==> config.mk <==
export PLATFORM = sky130hd
export DESIGN_NAME = pipe_reg_skid_flush
export DESIGN_NICKNAME = d
export VERILOG_FILES = /design/src/rtl/pipe_reg_skid_flush.sv
export SDC_FILE = /design/constraint.sdc
export NUM_CORES = 1
export LEC_CHECK = 0
export ABC_AREA = 1
export CORE_MARGIN = 4
export CORE_UTILIZATION = 40
export DETAILED_ROUTE_END_ITERATION = 6
export PLACE_DENSITY = 0.69
export RECOVER_POWER = 50
export REMOVE_ABC_BUFFERS = 1
export SYNTH_ARGS = -nofsm -noshare
export SYNTH_HDL_FRONTEND = slang
export SYNTH_SLANG_ARGS = --single-unit
==> constraint.sdc <==
create_clock -name clk -period 1.42 [get_ports clk]
set_input_delay 0.355 -clock clk [delete_from_list [all_inputs] [get_ports clk]]
set_output_delay 0.355 -clock clk [all_outputs]
set_load 0.02 [all_outputs]
==> src/rtl/pipe_reg_skid_flush.sv <==
// Pipeline stage register with valid/ready handshake, 2-entry skid buffer and flush.
// in_ready depends only on state, so a downstream stall never reaches upstream combinationally.
module pipe_reg_skid_flush #(
    parameter int unsigned     BitWidth = 32,
    parameter logic [31:0]     NopValue = 32'h0000_0013
) (
    input  logic                clk,
    input  logic                rst,
    input  logic [BitWidth-1:0] in_data,
    input  logic                in_valid,
    output logic                in_ready,
    output logic [BitWidth-1:0] out_data,
    output logic                out_valid,
    input  logic                out_ready,
    input  logic                flush,
    output logic [1:0]          occupancy
);

    localparam logic [BitWidth-1:0] Nop = BitWidth'(NopValue);

    typedef enum logic [1:0] {
        EMPTY = 2'd0,
        ONE   = 2'd1,
        FULL  = 2'd2
    } state_e;

    state_e                state_q;
    logic [BitWidth-1:0]   m_q;
    logic [BitWidth-1:0]   s_q;
    logic                  in_fire;
    logic                  out_fire;

    assign in_ready  = (state_q != FULL);
    assign out_valid = (state_q != EMPTY);
    assign out_data  = m_q;
    assign occupancy = state_q;

    assign in_fire  = in_valid & in_ready;
    assign out_fire = out_valid & out_ready;

    // State encodes occupancy, so the per-entry valid bits are implied by state_q.
    always_ff @(posedge clk) begin
        if (rst || flush) begin
            state_q <= EMPTY;
            m_q     <= Nop;
            s_q     <= Nop;
        end else begin
            case (state_q)
                EMPTY: begin
                    if (in_fire) begin
                        state_q <= ONE;
                        m_q     <= in_data;
                    end
                end
                ONE: begin
                    if (in_fire && out_fire) begin
                        m_q <= in_data;
                    end else if (in_fire) begin
                        state_q <= FULL;
                        s_q     <= in_data;
                    end else if (out_fire) begin
                        state_q <= EMPTY;
                        m_q     <= Nop;
                    end
                end
                FULL: begin
                    if (out_fire) begin
                        state_q <= ONE;
                        m_q     <= s_q;
                        s_q     <= Nop;
                    end
                end
                default: begin
                    state_q <= EMPTY;
                    m_q     <= Nop;
                    s_q     <= Nop;
                end
            endcase
        end
    end

endmodule

==> results.md, run 1 <==
* Status: finished, final reports clean
* Synthesized cell area at 3376 um2
* Worst r2r src: occupancy[1]
* PwrDens at 864.4 nW/um2
* Vias in the first global route at 3420
* GRT Util Overall at 19.20%
* Commonest cells post-synth: nand2_1 (220), nor2_1 (69), dfxtp_1 (66), inv_1 (65), a21oi_1 (41)
* Worst hold path class: reg -> reg
* Initial antenna violation count at 0
* # rows at 33
* CP max FO at 6
* Antenna diode instance count at 0
* RSZ-0062 raised after global routing: yes
* TritonCTS buffer count at 9
* Die height at 99.87 um
* MaxCap Viol Count at 0
* Routed length per instance at 13.33 um
* Via count at 3739
* Post-place instance area at 4358 um2
* Worst-case reg-to-reg path depth at 8
* Clock network power share at 36.3%
* Max clock buf depth at 2
* Setup ws final at 0.01165 ns
* CP required at 1.07 ns
* CTS sink cnt at 66
* Worst Clk Skew at 0.006655 ns
* Fill count at 777
* Final Critical Period at 1.408 ns
* Initial core utilization at 41.08%
* Post-synth top area share at 39.14%
* Place WS at -0.3620 ns
* EDFF count, synth at 0
* Flops & latches, synth at 66
* Post-DRT Antenna Nets at 0
* Final Util at 58.64%
* Ranking of synthesized cells by area: dfxtp_1 (39%), nand2_1 (24%), nor2_1 (7.7%)
* Htree depth at 3
* Largest net degree at the start of global routing at 30
* Final Max Tran Viols at 0
* Switching fraction of total power at 27.32%
* Pre-Repair DR Iteration Count at 5
* Ports at 73
* Post-DR vias/cell at 4.907
* Min-delay src: out_data[2]
* Setup TNS at 0 ns
* Final Cell Area at 4818 um2
* CP endpoint kind: primary output
* DIE WIDTH at 99.87 um
* Cell taking the most area after synthesis: dfxtp_1
* Synth-to-layout area growth at 42.74%
* Internal power at 3.027 mW
* Grt total ovfl at 0
* Count leader, synth: nand2_1
* Final hold violation count at 0
* CP Data Arrival Time at 1.05 ns
* Share of layout cells above drive strength 1 at 15.07%
* Clk_lat worst skew at 0.33 ns
* Setup Crit Path Kind: reg -> out
* Worst setup SP type: flip-flop
* Cts hold-fix bufs at 0
* Die area at 9973 um2
* IO Port Bufs at 72
* Fin crit share at 99.18%
* Sequential share of power at 45.9%
* Core area at 8217 um2
* Ys async rst share at 0%
* Root cell of the clock tree: clkbuf_8
* Worst Hold Margin at 0.4613 ns
* Nets at 690
* Ys Warns at 0
* VDD IR max at 426.7 uV
* CP startpoint: occupancy[1]
* Logic pwr share at 17.7%
* Psw at 1.138 mW
* Slew @ Worst Pin at 0.3313 ns
* Post-synthesis sequential area ratio at 39.14%
* Maximum clock frequency at 0.7101 GHz
* Netlist cell types at 15
* Worst Hold Depth at 2
* GPL Wtd Cong at 0.8688
* Detailed Route WL at 10160 um
* # DRC at 0
* CTS tree: done
* Initial DRC count at 197
* CTS clock-pin slew for the worst setup and hold paths at 0.07 ns
* Post-synthesis area per instance at 5.964 um2
* First-pass GRT wire length at 15550 um
* Top_reg_cell synth: dfxtp_1
* Final setup viols at 0
* HPWL Detailed at 6161 um
* P_leak at 2.460 nW
* Synthesized netlist cell count at 566
* Worst relative slew slack at 77.91%
==> final cells by class <==
cell class	count	area (um2)	area share, %
clock inverter	2	10.01	0.2077
inverter	68	265.3	5.505
sequential	66	1326	27.53
timing repair buffer	110	1154	23.94
multi-input combinational	398	1753	36.38
clock buffer	13	178.9	3.713
tap	105	131.4	2.727
==> worst paths after layout <==
path | to | slack (ns)
worst max-delay path | in_ready | 0.01
worst max register to register | out_data[21] | 0.04
worst min register to register | out_data[2] | 0.46
worst min-delay path | out_data[2] | 0.46
==> state kept, by name, indices dropped and copies added, names as in the netlist <==
register,flops
occupancy,2
s_q,32
out_data,32
==> timing repair <==
| action | 4_1_cts | 5_1_grt |
|---|---|---|
| setup endpoints to repair | 70 | 64 |
| buffers inserted | 0 | 2 |
| gates cloned | 1 | 5 |
| resized for setup | 52 | 65 |
| pin swaps | 0 | 4 |
==> metrics by stage <==
stage | cells | total power, mW
5_1_grt | 762 | 4.366
4_1_cts | 755 | 4.112
3_3_place_gp | 739 | 2.620
3_5_place_dp | 739 | 2.627
2_1_floorplan | 532 | 2.283
6_report | 762 | 4.165
==> cells in the final DEF (no fill, tap or decap), drive strengths merged <==
cell | Yosys | final
clkdlybuf4s15 | 0 | 2
clkinv | 0 | 2
nor2 | 70 | 70
nand4 | 3 | 3
buf | 18 | 38
dfxtp | 66 | 66
clkbuf | 16 | 16
inv | 68 | 68
o21ai | 22 | 22
dlymetal6s2s | 0 | 1
clkdlybuf4s50 | 0 | 35
nand3 | 39 | 39
nand2 | 220 | 220
a21oi | 41 | 41
nor3 | 3 | 3
dlygate4sd2 | 0 | 31
==> critical path: stages (launching register included) <==
cell and delay [ns]:
dfxtp_4 0.39, nand2_1 0.14, buf_4 0.19
==> power groups by stage <==
| stage | combinational, mW | sequential [mW] | clock, mW |
|---|---|---|---|
| after floorplan | 0.281 | 2.00 | 0 |
| after global placement | 0.664 | 1.96 | 0 |
| after detailed placement | 0.670 | 1.96 | 0 |
| after CTS | 0.656 | 1.91 | 1.54 |
| after global routing | 0.815 | 1.92 | 1.63 |
| final | 0.739 | 1.91 | 1.51 |
==> routing by layer <==
metal	global-route usage (%)	vias to the layer above	wire length (um)
met5	0	-	0
met4	6.197	0	200
met3	2.780	19	546
met2	33.61	122	4876
met1	24.22	1699	4533
li1	-	1899	-
==> logic make-up after synthesis <==
family	share of synthesized area, %
and+or+nand+nor	39.10
buffers and inverters	12.42
DFF	39.14
AOI/OAI and AO/OA	9.340
Note: power is estimated with default switching activity, not from simulation.
==> inputs of run 2 (changes only) <==
--- a/config.mk
+++ b/config.mk
@@ -12,6 +12,7 @@
 export PLACE_DENSITY = 0.69
 export RECOVER_POWER = 50
 export REMOVE_ABC_BUFFERS = 1
+export SETUP_SLACK_MARGIN = 0.4
 export SYNTH_ARGS = -nofsm -noshare
 export SYNTH_HDL_FRONTEND = slang
 export SYNTH_SLANG_ARGS = --single-unit
==> constraint.sdc (replaced) <==
create_clock -name clk -period 1.4 [get_ports clk]
set_input_delay 0.35 -clock clk [delete_from_list [all_inputs] [get_ports clk]]
set_output_delay 0.35 -clock clk [all_outputs]
set_load 0.02 [all_outputs]
==> run 2 against run 1 <==
The run now ends with setup timing left. Highest routed layer unchanged. Die area unchanged. Worst setup slack got worse by 0.12 ns. Via count increased by 13%. Critical path type is now reg -> reg. Critical path depth increased by 7. Sequential share of layout area decreased by 4.4 points. Cell area increased by 23%. Combinational power increased by 52%. Wire length increased by 35%.
==> results.md, run 2 (synthesis gave the netlist of run 1 again) <==
* Status: finished, violations left
* Failing checks: setup timing
* Post-place instance area at 4365 um2
* Detailed Route WL at 13700 um
* Commonest non-fill, non-tap cells in the layout: nand2_1 (160), inv_1 (60), buf_6 (48)
* Grt total ovfl at 0
* Htree depth at 3
* CTS sink cnt at 66
* Synth-to-layout area growth at 75.80%
* HPWL Detailed at 6332 um
* Die area at 9973 um2
* Min-delay src: out_data[25]
* Final hold violation count at 0
* Die height at 99.87 um
* Met3 routed wirelength at 968 um
* Root cell of the clock tree: clkbuf_8
* IO Port Bufs at 72
* Switching fraction of total power at 30.04%
* Met1 Routed Length at 5164 um
* Reg2reg end: out_data[13]
* Worst relative slew slack at 72.57%
* Setup Crit Path Kind: reg -> reg
* Final Cell Area at 5934 um2
* Share of layout cells above drive strength 1 at 42.36%
* Hold Path Sink: out_data[25]
* Internal power at 3.264 mW
* Place WS at -0.3927 ns
* GRT Util Overall at 23.96%
* RSZ-0062 raised after global routing: yes
* Maximum clock frequency at 0.6642 GHz
* Initial DRC count at 324
* CP endpoint kind: flip-flop
* Clk_lat worst skew at 0.34 ns
* Final Util at 72.22%
* Nets at 719
* Worst setup SP type: flip-flop
* MaxCap Viol Count at 0
* Initial core utilization at 41.08%
* Worst r2r src: occupancy[1]
* CTS clock-pin slew for the worst setup and hold paths at 0.08 ns
* Psw at 1.401 mW
* Via count at 4225
* Slew @ Worst Pin at 0.4114 ns
* Final Power at 4.665 mW
* CP required at 1.67 ns
* Top sig layer: met4
* Max clock buf depth at 2
* Final Max Tran Viols at 0
* Commonest non-fill, non-tap cell in the layout: nand2_1
* Post-Layout Cell Count at 793
* Clock network power share at 33.9%
* P_leak at 2.770 nW
* Worst Hold Margin at 0.4605 ns
* Met2 WL at 6833 um
* TritonCTS buffer count at 9
* FF-to-FF setup slack at -0.11 ns
* Post-DR vias/cell at 5.328
* GPL Wtd Cong at 0.8483
* CP Data Arrival Time at 1.77 ns
* Ports at 73
* Initial antenna violation count at 1
* Vias in the first global route at 3922
* First-pass GRT wire length at 19000 um
* Routed length per instance at 17.27 um
* CTS tree: done
* Setup ws final at -0.1055 ns
* Final Critical Period at 1.505 ns
* VDD IR max at 464.1 uV
* Pre-Repair DR Iteration Count at 5
* Largest net degree at the start of global routing at 30
* Worst Clk Skew at 0.005690 ns
* # DRC at 0
* Final setup viols at 34
* Post-DRT Antenna Nets at 0
* # rows at 33
* Worst hold path class: reg -> reg
* Setup TNS at -1.972 ns
* Fill count at 581
* Worst-case reg-to-reg path depth at 9
* Logic pwr share at 24.1%
* PwrDens at 786.1 nW/um2
* Worst Hold Depth at 2
* DIE WIDTH at 99.87 um
* CP max FO at 8
* Placed Cells at 740
* Sequential share of power at 42.0%
* Core area at 8217 um2
* Fin crit share at 107.5%
==> run 2: area by class of cell <==
class / instances / area [um2] / area share [%]
clock buffers: 13 / 138.9 / 2.340
multi-input cells: 398 / 2340 / 39.43
diodes: 1 / 2.502 / 0.04217
inverters: 68 / 277.8 / 4.681
repair buffers: 139 / 1634 / 27.54
clock inverters: 3 / 40.04 / 0.6747
flip-flops and latches: 66 / 1370 / 23.09
well taps: 105 / 131.4 / 2.214
==> run 2: worst max path at each step <==
stage	from	slack, ns	end
after floorplan	occupancy[1]	-1.75	out_data[0]
after global placement	out_ready	-0.31	out_data[19]
after detailed placement	out_ready	-0.39	s_q[5]
after CTS	occupancy[1]	0.05	in_ready
after global routing	occupancy[1]	-0.22	s_q[1]
final	occupancy[1]	-0.11	out_data[13]
==> run 2: repair_timing <==
item,4_1_cts,5_1_grt
pin swaps,27,22
resized for setup,410,95
hold endpoints to repair,0,0
gates cloned,7,2
hold buffers,0,0
buffers inserted,8,19
endpoints found under the setup margin,102,102
==> run 2: critical path, stage by stage, from the launching register on <==
cell and delay, ns:
dfxtp_4 0.41, nor2_4 0.06, buf_6 0.14, nand2_8 0.08, nand2_4 0.06, nor2_4 0.18, buf_6 0.15, clkbuf_16 0.18
nand2_2 0.06, a21oi_1 0.12
==> run 2: power groups by stage <==
stage,Clock [mW],Sequential (mW),Combinational [mW]
2_1_floorplan,0,2.03,0.285
3_3_place_gp,0,1.98,0.675
3_5_place_dp,0,1.99,0.684
4_1_cts,1.56,1.96,0.922
5_1_grt,1.67,1.96,1.18
6_report,1.58,1.96,1.12
==> run 2: routing by layer <==
metal | global-route usage [%] | vias to the layer above
met4 | 10.92 | 0
met5 | 0 | -
met2 | 41.97 | 237
met3 | 3.822 | 68
met1 | 28.70 | 1960
li1 | - | 1960
==> inputs of run 3 (changes only) <==
--- a/config.mk
+++ b/config.mk
@@ -7,9 +7,9 @@
 export LEC_CHECK = 0
 export ABC_AREA = 1
 export CORE_MARGIN = 4
-export CORE_UTILIZATION = 40
+export CORE_UTILIZATION = 51
 export DETAILED_ROUTE_END_ITERATION = 6
-export PLACE_DENSITY = 0.69
+export PLACE_DENSITY = 0.82
 export RECOVER_POWER = 50
 export REMOVE_ABC_BUFFERS = 1
 export SETUP_SLACK_MARGIN = 0.4
==> run 3 against run 2 <==
The run still ends with setup timing left. Non-clock buffer count decreased by 4. Critical path depth is the same. Worst setup slack got worse by 0.080 ns. Largest cell class unchanged. Clock skew grew 0.0015 ns. Utilization up 18 points. Worst hold slack better by 0.013 ns. Sequential cell count unchanged. Maximum frequency shrank 5.1%.
==> results.md, run 3 (synthesis gave the netlist of run 1 again) <==
* Worst hold path class: reg -> reg
* Maximum clock frequency at 0.6306 GHz
* Share of layout cells above drive strength 1 at 37.94%
* Setup TNS at -2.193 ns
* CP max stage cell: dfxtp_4
* Commonest non-fill, non-tap cells in the layout: nand2_1 (195), inv_1 (60), buf_6 (44)
* Commonest non-fill, non-tap cell in the layout: nand2_1
* Vias in the first global route at 4135
* CTS tree: done
* Pre-Repair DR Iteration Count at 7
* # rows at 29
* Slew @ Worst Pin at 0.3790 ns
* Routed length per instance at 23.44 um
* Worst-case reg-to-reg path depth at 9
* Cts hold-fix bufs at 0
* Min-delay src: out_data[29]
* Root cell of the clock tree: clkbuf_8
* Max clock buf depth at 2
* Final Max Tran Viols at 0
* VDD IR max at 768.9 uV
* Antenna diode instance count at 0
* CTS clock-pin slew for the worst setup and hold paths at 0.07 ns
* Clk_lat worst skew at 0.36 ns
* Failing checks: setup timing
* CP required at 1.68 ns
* DIE WIDTH at 89.36 um
* Setup Crit Path Kind: reg -> reg
* Initial DRC count at 867
* Worst relative slew slack at 74.73%
* Initial antenna violation count at 0
* Fill count at 275
* Post-place instance area at 4322 um2
* Die area at 7984 um2
* Final Critical Period at 1.586 ns
* Worst Clk Skew at 0.007140 ns
* TritonCTS buffer count at 9
* Htree depth at 3
* Via count at 4883
* FF-to-FF setup slack at -0.19 ns
* Worst Hold Depth at 2
* CP Data Arrival Time at 1.86 ns
* Post-DRT Antenna Nets at 0
* Detailed Route WL at 17740 um
* Setup ws final at -0.1858 ns
* Synth-to-layout area growth at 71.35%
* Worst Hold Margin at 0.4738 ns
* CP max FO at 17
* MaxCap Viol Count at 0
* Final Util at 90.58%
* GRT Util Overall at 31.50%
* P_leak at 2.631 nW
* Max stage delay on crit path at 0.38 ns
* Number of cells on the critical path at 9
* Final Cell Area at 5784 um2
* GPL Wtd Cong at 0.9050
* Post-DR vias/cell at 6.450
* Core area at 6386 um2
* Fin crit share at 113.3%
* PwrDens at 778.1 nW/um2
* Worst r2r src: occupancy[0]
* CTS sink cnt at 66
* CP endpoint kind: flip-flop
* Worst setup SP type: flip-flop
* RSZ-0062 raised after global routing: yes
* Status: finished, violations left
* Worst path bufs/invs at 4
* Die height at 89.36 um
* Nets at 715
* Grt total ovfl at 0
* Final setup viols at 55
* Initial core utilization at 52.86%
* CP startpoint: occupancy[0]
* First-pass GRT wire length at 19240 um
* Most common cell on crit path: nand2_1
* Largest net degree at the start of global routing at 26
* CP top delay family: buffers and inverters
* Ports at 73
* HPWL Detailed at 6473 um
* Final hold violation count at 0
* IO Port Bufs at 72
* # DRC at 0
* CP cell instances: inv_4 > buf_12 > buf_8 > nand3_1 > nand2_1 > inv_1 > nand2_1 > nand2_1 > a21oi_1
==> run 3: worst register-to-register path, cell delays in order (launching register included) <==
cell and delay [ns]:
dfxtp_4 0.38, inv_4 0.09, buf_12 0.16, buf_8 0.18
nand3_1 0.19, nand2_1 0.17, inv_1 0.06, nand2_1 0.07
nand2_1 0.06, a21oi_1 0.16
==> run 3: power by group <==
| part | switching (mW) | internal [mW] | leakage (nW) | total (mW) |
|---|---|---|---|---|
| combinational | 0.619 | 0.446 | 2.00 | 1.06 |
| sequential | 0.0383 | 1.92 | 0.545 | 1.96 |
| clock | 0.762 | 0.713 | 0.0815 | 1.47 |
| total | 1.42 | 3.08 | 2.63 | 4.50 |
==> run 3: path summary, 6_finish.rpt <==
check                      end
setup / recovery   out_data[2]
setup reg to reg   out_data[2]
hold reg to reg   out_data[29]
hold / removal    out_data[29]
==> run 3: layout make-up <==
| class | instances | area, um2 | area share, % |
|---|---|---|---|
| tap | 77 | 96.34 | 1.666 |
| clock buffer | 13 | 158.9 | 2.747 |
| inverter | 68 | 287.8 | 4.975 |
| sequential | 66 | 1360 | 23.51 |
| multi-input combinational | 398 | 2295 | 39.67 |
| timing repair buffer | 135 | 1587 | 27.43 |
==> run 3: metrics by stage <==
step                worst slack (ns)  total power [mW]  std cells
floorplan                     -1.750             2.316        532
finish                       -0.1858             4.501        757
detailed placement           -0.3761             2.663        711
global route                 -0.1845             4.601        757
global placement             -0.2912             2.648        711
CTS                          0.02451             4.162        738
==> run 3: timing repair <==
| action | CTS | global route |
|---|---|---|
| setup buffers | 10 | 15 |
| resized for setup | 379 | 119 |
| cloned | 4 | 4 |
| setup endpoints to repair | 102 | 102 |
| pin swaps | 9 | 15 |
==> run 3: metal layers <==
layer  part of all wire (%)  up-vias  GRT usage, %
met2                     43      562         55.66
met3                     14      215         7.281
li1                       -     1954             -
met5                      0        -             0
met4                     10        0         20.16
met1                     32     2152         33.45
